--- src/rtl/timestamp_readout.sv ---
// Serializes latched count/phase captures from two counter channels into
// 14-byte packets on a valid/ready byte stream, then handshakes the latch reset.
module timestamp_readout #(
  parameter logic [7:0] pHDR1 = 8'hA1,
  parameter logic [7:0] pHDR2 = 8'hA2,
  parameter int         pSYNC = 2        // must be >= 2
) (
  input  logic        globalClock,
  input  logic        iReset,
  input  logic        iRdy1,
  input  logic        iRdy2,
  input  logic [31:0] i1Lo,
  input  logic [31:0] i1Hi,
  input  logic [31:0] i1Phase,
  input  logic [31:0] i2Lo,
  input  logic [31:0] i2Hi,
  input  logic [31:0] i2Phase,
  output logic        oResetLatch1,
  output logic        oResetLatch2,
  output logic [7:0]  oData,
  output logic        oValid,
  input  logic        iReady,
  output logic        oBusy,
  output logic [15:0] oPktCount
);

  typedef enum logic [1:0] {IDLE, LOAD, SEND, ACK} state_t;

  state_t      state;
  logic [pSYNC-1:0] sync1, sync2;
  logic        rdy1_s, rdy2_s;
  logic        sel2;       // channel in service: 0 = ch1, 1 = ch2
  logic        last2;      // last channel served was ch2
  logic        pick2;
  logic [95:0] shadow;     // {Phase, Hi, Lo}
  logic [3:0]  idx;
  logic [3:0]  nidx;
  logic [7:0]  csum;
  logic [7:0]  next_byte;
  logic [6:0]  bit_off;
  logic [95:0] shifted;
  logic [15:0] pkt_cnt;
  logic        xfer;
  logic        sel_rdy;

  always_ff @(posedge globalClock or posedge iReset) begin
    if (iReset) begin
      sync1 <= '0;
      sync2 <= '0;
    end else begin
      sync1 <= {sync1[pSYNC-2:0], iRdy1};
      sync2 <= {sync2[pSYNC-2:0], iRdy2};
    end
  end

  assign rdy1_s    = sync1[pSYNC-1];
  assign rdy2_s    = sync2[pSYNC-1];
  assign xfer      = oValid & iReady;
  assign sel_rdy   = sel2 ? rdy2_s : rdy1_s;
  assign oPktCount = pkt_cnt;

  // On a tie, serve whichever channel was not served last.
  always_comb begin
    pick2 = rdy2_s;
    if (rdy1_s && rdy2_s) pick2 = ~last2;
  end

  // Byte shown after the current one is accepted; byte 13 folds in the
  // outgoing byte 12 since csum has not yet absorbed it.
  assign nidx    = idx + 4'd1;
  assign bit_off = {nidx - 4'd1, 3'b000};
  assign shifted = shadow >> bit_off;

  always_comb begin
    next_byte = shifted[7:0];
    if (nidx == 4'd13) next_byte = csum ^ oData;
  end

  always_ff @(posedge globalClock or posedge iReset) begin
    if (iReset) begin
      state        <= IDLE;
      oData        <= 8'h00;
      oValid       <= 1'b0;
      oResetLatch1 <= 1'b0;
      oResetLatch2 <= 1'b0;
      oBusy        <= 1'b0;
      pkt_cnt      <= 16'h0000;
      sel2         <= 1'b0;
      last2        <= 1'b1;
      shadow       <= '0;
      idx          <= 4'd0;
      csum         <= 8'h00;
    end else begin
      case (state)
        IDLE: begin
          if (rdy1_s || rdy2_s) begin
            sel2  <= pick2;
            last2 <= pick2;
            oBusy <= 1'b1;
            state <= LOAD;
          end
        end
        LOAD: begin
          shadow <= sel2 ? {i2Phase, i2Hi, i2Lo} : {i1Phase, i1Hi, i1Lo};
          idx    <= 4'd0;
          csum   <= 8'h00;
          oData  <= sel2 ? pHDR2 : pHDR1;
          oValid <= 1'b1;
          state  <= SEND;
        end
        SEND: begin
          if (xfer) begin
            csum <= csum ^ oData;
            if (idx == 4'd13) begin
              oValid  <= 1'b0;
              oData   <= 8'h00;
              pkt_cnt <= pkt_cnt + 16'd1;
              if (sel2) oResetLatch2 <= 1'b1;
              else      oResetLatch1 <= 1'b1;
              state   <= ACK;
            end else begin
              idx   <= nidx;
              oData <= next_byte;
            end
          end
        end
        ACK: begin
          // Hold the reset request until the channel is seen disarmed.
          if (!sel_rdy) begin
            oResetLatch1 <= 1'b0;
            oResetLatch2 <= 1'b0;
            oBusy        <= 1'b0;
            state        <= IDLE;
          end
        end
        default: state <= IDLE;
      endcase
    end
  end

endmodule
--- config.mk ---
export PLATFORM = sky130hd
export DESIGN_NAME = timestamp_readout
export DESIGN_NICKNAME = d
export VERILOG_FILES = /design/src/rtl/timestamp_readout.sv
export SDC_FILE = /design/constraint.sdc
export NUM_CORES = 1
export LEC_CHECK = 0
export CORE_MARGIN = 2
export CORE_UTILIZATION = 50
export CTS_BUF_LIST = sky130_fd_sc_hd__clkbuf_4
export DETAILED_ROUTE_END_ITERATION = 8
export PLACE_DENSITY = 0.85
export SYNTH_ARGS = -nofsm -noshare
export SYNTH_HDL_FRONTEND = slang
export SYNTH_SLANG_ARGS = --single-unit
--- constraint.sdc ---
create_clock -name globalClock -period 6.84 [get_ports globalClock]
set_input_delay 2.052 -clock globalClock [delete_from_list [all_inputs] [get_ports globalClock]]
set_output_delay 2.052 -clock globalClock [all_outputs]
set_load 0.02 [all_outputs]
# Word level (Yosys, flattened, before mapping)
# Cells that the tools add are included.
[totals] register_bits=144 in_bits=197 out_inout_bits=28 wordCells=80
[classes] add_sub_neg=3 n_eq_ne=12 shifts=1 n_mux=32 n_bitwise=3 n_reduce_logical=15
[ops] op="2-to-1 mux 96 bit" n=1
[ops] op=">> shifter 96 x 7 -> 8 bit" n=1
[ops] op="2-to-1 mux 8 bit" n=4
[ops] op="one-hot mux 8 bit (2 select lines)" n=2
[ops] op="adder 16 x 1 -> 16 bit, second input constant" n=1
[ops] op="inequality test 2 bit, second input constant" n=7
[ops] op="2-to-1 mux 1 bit" n=12
[ops] op="AND reduction 3 bit" n=4
[ops] op="2-to-1 mux 2 bit" n=5
[ops] op="AND reduction 5 bit" n=2
[ops] op="equality test 4 bit, second input constant" n=2
[ops] op="2-to-1 mux 4 bit" n=2
[ops] op="one-hot mux 1 bit (2 select lines)" n=4
[ops] op="one-hot mux 2 bit (4 select lines)" n=1
[ops] op="one-hot mux 4 bit (2 select lines)" n=1
[ops] op="bitwise XOR 8 bit" n=1
[ops] op="nonzero test 2 bit" n=3
[ops] op="adder 4 x 1 -> 4 bit, second input constant" n=1
[ops] op="equality test 2 bit, second input constant" n=2
[ops] op="AND reduction 2 bit" n=2
[ops] op="AND reduction 4 bit" n=1
[ops] op="subtractor 4 x 1 -> 4 bit, second input constant" n=1
[ops] op="equality test 2 x 1 -> 1 bit, second input constant" n=1
[ops] op="zero test 2 bit" n=1
[ops] op="other kinds (4)" n=4

# Longest topological paths before layout
# Gate-level depths: netlist of the first run.
[logic_depth] depth_word=7 mapped_depth=10 ltp_nobuf=8

# Worst setup path before layout of the first run
# OpenSTA, ideal clock, no wires.
[synth_path] path_type="input -> register" from="in iReady" to="reg pkt_cnt[13], in the netlist oPktCount[13]" setup_ps=130 arrival_time_ps=3083 required_time_ps=6710 setup_slack_ps=3627 path_stages=6 path_cell_list="nand3_1 -> nor2_1 -> nand4_1 -> nor2_1 -> nand3_1 -> xnor2_1"
[synth_via] elab_chain_len=2
[synth_lines] item="start: declaration" line_no="22" text="input logic iReady,"
[synth_lines] item="AND 1 bit" line_no="58" text="assign xfer = oValid & iReady;"
[synth_lines] item="AND reduction 3 bit (no line)"
[synth_lines] item="end signal: assignment" line_no="117" text="pkt_cnt <= pkt_cnt + 16'd1;"
[synth_lines] item="end: declaration" line_no="42" text="logic [15:0] pkt_cnt;"
# Every way passes these cells.
# A chain may end at the register's enable or synchronous reset.

# Worst setup path after layout of the first run
[layout_path] from="reg pkt_cnt[3], in the netlist oPktCount[3]" to="out oPktCount[3]"
[layout_lines] item="end: declaration" line_no="24" text="output logic [15:0] oPktCount"
# No word-level cell between the ends.

==> metrics.yaml, run 1 <==
status:
  status: "complete, no violations"
yosys:
  syn_area_per_cell_um2: 10.5
  synth_seq_area_share: 0.465
  synth_nets: 944
  synth_area_um2: 7760
  syn_inst: 739
  synth_top_area_cell: "dfrtp_1"
  synth_most_common_cell: "dfrtp_1"
  async_reset_ff_frac: 1.00
  yosys-top-cells-area: "dfrtp_1 (46%), mux2i_1 (13%), a21oi_1 (6.5%)"
  synth_enable_flop_cells: 0
  ys_ff_latch: 144
  netlist-cell-type-count: 55
  synth_top_cells_by_count: "dfrtp_1 (143), nor2_1 (112), a21oi_1 (100), mux2i_1 (99), nand2_1 (35)"
  synthFlopType: "dfrtp_1"
  synth_top_area_frac: 0.461
  yosysWarnings: 0
timing:
  final.min_clock_period_ns: 3.71
  finalSetupViolations: 0
  finalHoldViolCount: 0
  fin_skew_ns: 0.0252
  slew_headroom: 0.280
  worst_slew_pin_slew_ns: 1.08
  fin_crit_sh: 0.542
  fmax_mhz: 270
  slew_violations: 0
  tns_ns: 0
  rsz0062_at_grt: "false"
  layout_setup_ws_ns: 3.13
power:
  cell_internal_pwr_w: 0.00246
  power_frac_comb: 0.525
  power_frac_seq: 0.362
  switching_share: 0.411
  power.density_nw_per_um2: 408
  p_leak_nw: 4.32
  clockPowerShare: 0.113
  power.total_w: 0.00418
  irDropWorstVdd_mv: 0.268
  switching_power_w: 0.00172
finish:
  drive_above_1_share: 0.0666
  nFillCells: 1207
  area_growth_pct: 31.9
  fin_util: 0.673
  nets: 1139
setup_path:
  criticalPathCategory: "flip-flop to output pin"
  cp_cell_sequence: "clkdlybuf4s50_1"
  slowest_stage: "clkdlybuf4s50_1"
  critPathTopFamily: "buffers and inverters"
  worstSetupEndpointType: "output pin"
  crit_arrival_ns: 1.65
  cp_num_buf_inv: 1
  cp.required_ns: 4.79
  critPathLaunchType: "flip-flop"
  path_max_fanout: 6
  max_stage_delay_ns: 0.64
clocking:
  h-tree-depth: 4
  cts_hold_buf: 0
  cts_sinks: 144
  clkLatencyLatePin_ns: 0.53
  cts_resized: 0
  ctsLongestPathBuffers: 2
  postCtsSetupBuffers: 0
  numCtsBuffers: 17
  clk_pin_slew_ns: 0.12
  cts_tree: "done"
  cts-root-buf: "clkbuf_4"
grt:
  grt_pass1_vias: 6222
  grt_max_degree: 123
  grt_use_total: 0.238
  antenna_found_initial: 1
  grt_pass1_wl_um: 30500
  grt-ovfl-total: 0
routing:
  firstDrtPassIters: 7
  drt_iter0_drc: 429
  drc: 0
  drt_wl_total_um: 19100
  wl_per_cell_um: 16.8
  antenna_left: 0
  vias: 6323
  drt-vias-per-instance: 5.57
die:
  start_util: 0.510
  fp.dieW_um: 129
  ios: 225
  die_h_um: 129
  dieArea_um2: 16500
  rows: 45
  design.core.area_um2: 15200
job:
  drv_cap: 0
placed_design:
  place.gp.congestion: 0.833
  port_buffers: 224
  hpwlAfterDp_um: 14100
  pre_cts_ws_ns: 2.90
worst_hold_path:
  hold_path_class: "flip-flop to flip-flop"
==> cell usage in the layout, fill, tap and decap left out, types with 4 or more instances in the layout <==
master           instances
mux2i_1                 99
nand2b_1                 7
xnor2_1                 11
o31ai_1                  5
mux4_2                  10
nand2_1                 35
mux2_2                   8
nand3_1                 10
ha_1                     6
clkdlybuf4s50_1        224
nor2_1                 112
a22o_1                   7
a32oi_1                  6
inv_1                   13
dfrtp_1                142
xor2_1                   8
a21oi_1                100
clkbuf_4                22
nand4_1                  7
clkinv_1                 4
nor3_1                   5
mux4_1                  10
o21ai_0                 28
a32o_1                   5
buf_4                    4
a31oi_1                  5
nor2b_1                  7
==> final cells by class <==
class | count | area, um2 | share of cell area
Multi-Input combinational cell | 528 | 3820 | 0.373
Antenna cell | 2 | 5.00 | 0.000489
Tap cell | 188 | 235 | 0.0230
Clock buffer | 22 | 165 | 0.0161
Timing Repair Buffer | 228 | 2270 | 0.222
Sequential cell | 144 | 3610 | 0.353
Clock inverter | 9 | 68.8 | 0.00673
Inverter | 15 | 61.3 | 0.00599
==> routing by layer <==
| layer | track usage | vias to the layer above | part of all wire |
|---|---|---|---|
| li1 | - | 3068 | - |
| met1 | 0.304 | 3009 | 0.42 |
| met2 | 0.403 | 216 | 0.50 |
| met3 | 0.0557 | 30 | 0.059 |
| met4 | 0.0799 | 0 | 0.022 |
| met5 | 0 | - | 0 |
==> kinds of logic (layout without fill, tap and decap cells) <==
group,count (synthesis),after routing,synth area share
adder cells (fa/ha/maj),8,8,0.0129
other,0,2,0
flip-flops,144,144,0.465
buffers and inverters,67,274,0.0453
AND/OR/NAND/NOR,199,199,0.114
multiplexers,130,130,0.212
XOR/XNOR,19,19,0.0215
AO/OA/AOI/OAI,172,172,0.130
==> final timing paths <==
path / start / endpoint / slack (ns) / cells past startpoint
setup / recovery: oPktCount[3] / oPktCount[3] / 3.13 / 1
hold / removal: sync2[0] / sync2[1] / 0.36 / 0
setup reg to reg: idx[0] / oData[5] / 3.20 / 9
hold reg to reg: sync2[0] / sync2[1] / 0.36 / 0
max in group asynchronous: iReset / sel2 / 3.63 / 3
min in group asynchronous: iReset / shadow[35] / 2.09 / 2
==> metrics by stage <==
stage               instance area [um2]  std cells  hold WS (ns)
floorplan                          7760        739         0.331
detailed placement                 9990       1103         0.336
global placement                   9990       1103         0.332
global route                      10200       1136         0.383
finish                            10200       1136         0.358
CTS                               10200       1134         0.361
==> state kept, by name, indices dropped and copies added (netlist names), 2 cells and up <==
signal,count
oData,8
state,2
csum,8
sync1,2
oPktCount,16
shadow,96
idx,4
sync2,2
==> power groups by stage <==
stage	clock network, W	registers (W)	logic, W
floorplan	0	0.00140	0.00176
global placement	0	0.00151	0.00213
detailed placement	0	0.00152	0.00219
CTS	0.000480	0.00151	0.00220
global route	0.000517	0.00156	0.00240
finish	0.000471	0.00151	0.00219
No activity file was read; power rests on OpenSTA's default activity.
==> inputs of run 2 (changes only) <==
CORE_UTILIZATION = 45   (was 50)
PLACE_DENSITY = 0.8   (was 0.85)
clock period = 3.38 ns   (was 6.84 ns; I/O delays follow)
==> run 2 against run 1 <==
Core utilization fell by 6.1 points. Register-to-register slack lost 2.7 ns. First-iteration DRC count is 24% higher. Critical endpoint is now oData[3]. Largest power group unchanged.
==> metrics.yaml, run 2 (synthesis gave the netlist of run 1 again) <==
status:
  status: "complete, no violations"  # unchanged
setup_path:
  cp_num_buf_inv: 2  # was 1
  max_stage_delay_ns: 0.62  # was 0.64 ns
  crit_path_start: "idx[1]"  # was oPktCount[3]
  critPathLaunchType: "flip-flop"  # unchanged
  crit_end: "oData[3]"  # was oPktCount[3]
  r2r_cells: 8  # was 9
  worstSetupPathDepth: 8  # was 1
  cp_cell_sequence: "inv_1, ha_2, buf_12, mux4_1, mux2_2, a32oi_1, nand2_1, a32o_1"  # was clkdlybuf4s50_1
  r2r_setup_slack_ns: 0.53  # was 3.20 ns
  path_max_fanout: 23  # was 6
  timing.rr.start: "idx[1]"  # was idx[0]
  slowest_stage: "mux4_1"  # was clkdlybuf4s50_1
  worstSetupEndpointType: "flip-flop"  # was output pin
  critPathTopFamily: "multiplexers"  # was buffers and inverters
  cp.required_ns: 3.86  # was 4.79 ns
  crit_arrival_ns: 3.33  # was 1.65 ns
  r2r-end: "oData[3]"  # was oData[5]
  criticalPathCategory: "flip-flop to flip-flop"  # was flip-flop to output pin
clocking:
  h-tree-depth: 4  # unchanged
  cts_hold_buf: 0  # unchanged
  cts_resized: 0  # unchanged
  cts-root-buf: "clkbuf_4"  # unchanged
  cts_sinks: 144  # unchanged
  ctsLongestPathBuffers: 2  # unchanged
  postCtsSetupBuffers: 0  # unchanged
  clk_pin_slew_ns: 0.13  # was 0.12 ns
  clkLatencyLatePin_ns: 0.58  # was 0.53 ns
  cts_tree: "done"  # unchanged
  numCtsBuffers: 17  # unchanged
worst_hold_path:
  hold_path_class: "flip-flop to flip-flop"  # unchanged
timing:
  fmax_mhz: 350
  final.min_clock_period_ns: 2.85
  fin_skew_ns: 0.0189  # was 0.0252 ns
  worst_slew_pin_slew_ns: 0.839  # was 1.08 ns
  slew_headroom: 0.440  # was 0.280
  slew_violations: 0  # unchanged
  fin_crit_sh: 0.844
  tns_ns: 0  # unchanged
  rsz0062_at_grt: "false"  # unchanged
  finalSetupViolations: 0  # unchanged
  finalHoldViolCount: 0  # unchanged
placed_design:
  hpwlAfterDp_um: 15100  # was 14100 um
  port_buffers: 224  # unchanged
  place.gp.congestion: 0.879  # was 0.833
routing:
  drc: 0  # unchanged
  wl_per_cell_um: 17.2  # was 16.8 um
  drt_iter0_drc: 534  # was 429
  drt_wl_total_um: 20300  # was 19100 um
  antenna_left: 0  # unchanged
  firstDrtPassIters: 5  # was 7
  vias: 6390  # was 6323
  drt-vias-per-instance: 5.43  # was 5.57
power:
  power.total_w: 0.00881  # was 0.00418 W
  power.density_nw_per_um2: 844  # was 408 nW/um2
  irDropWorstVdd_mv: 0.422  # was 0.268 mV
  p_leak_nw: 4.37  # was 4.32 nW
finish:
  nets: 1143  # was 1139
  final_cell_mix: "clkdlybuf4s50_1 (224), dfrtp_1 (142), nor2_1 (112), a21oi_1 (100), mux2i_1 (99)"  # unchanged
  layout_commonest_cell: "clkdlybuf4s50_1"  # unchanged
  nFillCells: 1413  # was 1207
  largest_reg_flops: 96  # unchanged
  multi_input_area_um2: 3820  # unchanged
  area_growth_pct: 34.5  # was 31.9%
  drive_above_1_share: 0.0747  # was 0.0666
  largest_register: "shadow"  # unchanged
  regArea_um2: 3610  # unchanged
die:
  design.core.area_um2: 17100  # was 15200 um2
  fp.dieW_um: 135  # was 129 um
  rows: 48  # was 45
  start_util: 0.455  # was 0.510
  dieArea_um2: 18300  # was 16500 um2
  die_h_um: 135  # was 129 um
  ios: 225  # unchanged
grt:
  grt_max_degree: 145  # was 123
  grt-ovfl-total: 0  # unchanged
  busiest_layer: "met2"  # unchanged
  grt_pass1_vias: 6366  # was 6222
  use_met2: 0.377  # was 0.403
  antenna_found_initial: 1  # unchanged
  grt_use_total: 0.229  # was 0.238
  grt_pass1_wl_um: 32300  # was 30500 um
  met3_usage: 0.0490  # was 0.0557
  met1_usage: 0.306  # was 0.304
job:
  drv_cap: 0  # unchanged
-- run 2: changes by cell type in the layout (fill, tap and decap cells not counted), sizes merged --
cell / delta
inv: +4
clkinvlp: +4
diode: -1
clkbuf: -4
bufinv: +2
clkinv: -5
buf: +4
-- run 2: area by class of cell --
cell class	count	share of cell area
tap	225	0.0270
inverter	15	0.00575
sequential	144	0.346
antenna	1	0.000240
clock buffer	18	0.0129
clock inverter	14	0.0173
multi-input combinational	528	0.366
timing repair buffer	232	0.225
-- run 2: metrics by stage --
stage / hold slack (ns) / worst slack, ns / utilization / instance area (um2) / instances
global placement: 0.333 / 0.593 / 0.593 / 10100 / 1144
finish: 0.364 / 0.526 / 0.612 / 10400 / 1177
floorplan: 0.331 / 0.562 / - / 7760 / 739
CTS: 0.361 / 0.553 / 0.612 / 10400 / 1176
global route: 0.372 / 0.450 / 0.612 / 10400 / 1177
detailed placement: 0.340 / 0.544 / 0.593 / 10100 / 1144
-- run 2: how the worst min path moves through the flow --
stage | startpoint | to | slack, ns | cells after the start
2_1_floorplan | sync1[0] | sync1[1] | 0.33 | 0
3_3_place_gp | sync1[0] | sync1[1] | 0.33 | 0
3_5_place_dp | sync2[0] | sync2[1] | 0.34 | 0
4_1_cts | sync2[0] | sync2[1] | 0.36 | 0
5_1_grt | sync1[0] | sync1[1] | 0.37 | 0
6_report | sync2[0] | sync2[1] | 0.36 | 0
-- run 2: per-layer routing --
layer | routed length, um | vias to the layer above
li1 | - | 3067
met5 | 0 | -
met1 | 8500 | 3043
met2 | 10100 | 251
met3 | 1200 | 29
met4 | 420 | 0
-- run 2: where the power goes --
group | internal [W] | total [W] | switching [W]
clock network | 0.000533 | 0.00120 | 0.000669
registers | 0.00244 | 0.00313 | 0.000694
logic | 0.00221 | 0.00447 | 0.00226
total | 0.00518 | 0.00881 | 0.00362
==> inputs of run 3 (changes only) <==
CORE_UTILIZATION = 50   (was 45)
PLACE_DENSITY = 0.85   (was 0.8)
clock period = 3 ns   (was 3.38 ns; I/O delays follow)
==> run 3 against run 2 <==
Global-route usage up 2.6 points. Core utilization grew 7.7 points. Hold slack barely moved. Count of clock-buffer cells in the layout grew 1. Sequential cell count unchanged. Clock skew increased by 0.0034 ns. Register-to-register slack worse by 0.31 ns. Non-clock buffer count up 5. Critical path depth unchanged. Combinational power increased by 15%. Largest power group unchanged.
==> metrics.yaml, run 3 (synthesis gave the netlist of run 1 again) <==
power:
  power.total_w: 0.0101  # was 0.00881 W
  switching_share: 0.402  # was 0.412
  p_leak_nw: 4.42  # was 4.37 nW
  power_frac_comb: 0.510  # was 0.508
  power_frac_seq: 0.343  # was 0.356
  clockPowerShare: 0.147  # was 0.137
  power.density_nw_per_um2: 964  # was 844 nW/um2
  switching_power_w: 0.00406  # was 0.00362 W
  irDropWorstVdd_mv: 0.645  # was 0.422 mV
  cell_internal_pwr_w: 0.00604  # was 0.00518 W
routing:
  vias: 6455  # was 6390
  firstDrtPassIters: 7  # was 5
  drc: 0  # unchanged
  drt-vias-per-instance: 5.64  # was 5.43
  drt_wl_total_um: 20200  # was 20300 um
  antenna_left: 0  # unchanged
  drt_iter0_drc: 619  # was 534
  wl_per_cell_um: 17.6  # was 17.2 um
setup_path:
  criticalPathCategory: "flip-flop to flip-flop"  # unchanged
  cp.required_ns: 3.46  # was 3.86 ns
  r2r-end: "oData[4]"  # was oData[3]
  timing.rr.start: "idx[1]"  # unchanged
  worstSetupEndpointType: "flip-flop"  # unchanged
  r2r_setup_slack_ns: 0.21  # was 0.53 ns
  crit_arrival_ns: 3.25  # was 3.33 ns
  path_max_fanout: 23  # unchanged
  r2r_cells: 8  # unchanged
  critPathLaunchType: "flip-flop"  # unchanged
placed_design:
  port_buffers: 224  # unchanged
  pre_cts_ws_ns: 0.212  # was 0.544 ns
  placed_cell_area_um2: 10100  # about the same
  hpwlAfterDp_um: 15300  # was 15100 um
  place.gp.congestion: 0.878  # was 0.879
timing:
  tns_ns: 0  # unchanged
  rsz0062_at_grt: "false"  # unchanged
  slew_headroom: 0.572  # was 0.440
  fin_skew_ns: 0.0223  # was 0.0189 ns
  timing.hold.ws_ns: 0.364  # about the same
  layout_setup_ws_ns: 0.211  # was 0.526 ns
  finalHoldViolCount: 0  # unchanged
  fmax_mhz: 359  # was 350 MHz
  fin_crit_sh: 0.930  # was 0.844
  worst_slew_pin_slew_ns: 0.642  # was 0.839 ns
  final.min_clock_period_ns: 2.79  # was 2.85 ns
  slew_violations: 0  # unchanged
  finalSetupViolations: 0  # unchanged
clocking:
  cts_resized: 0  # unchanged
  cts_sinks: 144  # unchanged
  h-tree-depth: 4  # unchanged
  postCtsSetupBuffers: 0  # unchanged
  cts_hold_buf: 0  # unchanged
  numCtsBuffers: 17  # unchanged
  cts-root-buf: "clkbuf_4"  # unchanged
  clk_pin_slew_ns: 0.13  # about the same
  clkLatencyLatePin_ns: 0.56  # was 0.58 ns
  ctsLongestPathBuffers: 2  # unchanged
  cts_tree: "done"  # unchanged
finish:
  largest_reg_flops: 96  # unchanged
  area_growth_pct: 35.0  # was 34.5%
  final_cell_mix: "clkdlybuf4s50_1 (224), dfrtp_1 (142), nor2_1 (112), a21oi_1 (100), mux2i_1 (99)"  # unchanged
  nets: 1148  # was 1143
  layout_commonest_cell: "clkdlybuf4s50_1"  # unchanged
  nFillCells: 1163  # was 1413
  stdcell_area_um2: 10500  # was 10400 um2
  insertedDiodeCount: 0  # was 1
  largest_register: "shadow"  # unchanged
  drive_above_1_share: 0.0785  # was 0.0747
grt:
  grt_pass1_wl_um: 32300  # about the same
  busiest_layer: "met2"  # unchanged
  use_met2: 0.414  # was 0.377
  antenna_found_initial: 0  # was 1
  grt_use_total: 0.255  # was 0.229
  met1_usage: 0.343  # was 0.306
  grt-ovfl-total: 0  # unchanged
  grt_max_degree: 138  # was 145
  met3_usage: 0.0603  # was 0.0490
  grt_pass1_vias: 6259  # was 6366
die:
  design.core.area_um2: 15200  # was 17100 um2
  die_h_um: 129  # was 135 um
  start_util: 0.510  # was 0.455
  rows: 45  # was 48
  fp.dieW_um: 129  # was 135 um
  dieArea_um2: 16500  # was 18300 um2
  ios: 225  # unchanged
worst_hold_path:
  hold_path_class: "flip-flop to flip-flop"  # unchanged
  hold-path-endpoint: "sync1[1]"  # was sync2[1]
  min_from: "sync1[0]"  # was sync2[0]
  hold_depth: 0  # unchanged
job:
  drv_cap: 0  # unchanged
status:
  status: "complete, no violations"  # unchanged
==> run 3: per-stage QoR <==
step	utilization	std cells
after global routing	0.689	1144
after detailed placement	0.666	1112
after CTS	0.689	1144
final	0.689	1144
after floorplan	-	739
after global placement	0.666	1112
==> run 3: worst max-delay path by stage <==
stage | depth (start not counted) | start | endpoint | slack, ns
global route | 8 | idx[1] | oData[4] | 0.10
global placement | 8 | idx[1] | oData[3] | 0.37
floorplan | 1 | iReset | csum[0] | 0.30
detailed placement | 8 | idx[1] | oData[4] | 0.21
CTS | 8 | idx[1] | oData[4] | 0.21
finish | 8 | idx[1] | oData[4] | 0.21
==> run 3: area by class of cell <==
cell class	instances	area, um2	area share
tap	188	235	0.0225
clock buffer	19	143	0.0136
timing repair buffer	237	2400	0.229
sequential	144	3610	0.345
multi-input combinational	528	3820	0.364
clock inverter	13	208	0.0198
inverter	15	60.1	0.00573
==> run 3: critical path, cell delays in order, from the launching register on <==
cell and delay, ns:
dfrtp_1 0.49, inv_1 0.12, ha_2 0.43, buf_12 0.22, mux4_1 0.58, mux2_2 0.28, a32oi_1 0.20, nand2_1 0.11
a32o_1 0.26
==> run 3: per-layer routing <==
layer / vias up / wire, um
li1: 3082 / -
met2: 257 / 9950
met3: 35 / 1380
met5: - / 0
met1: 3081 / 8380
met4: 0 / 460
==> run 3: power groups by stage <==
stage	logic (W)	registers [W]	clock network (W)
floorplan	0.00402	0.00319	0
global placement	0.00497	0.00345	0
detailed placement	0.00513	0.00347	0
CTS	0.00514	0.00344	0.00151
global route	0.00564	0.00355	0.00159
finish	0.00515	0.00347	0.00148
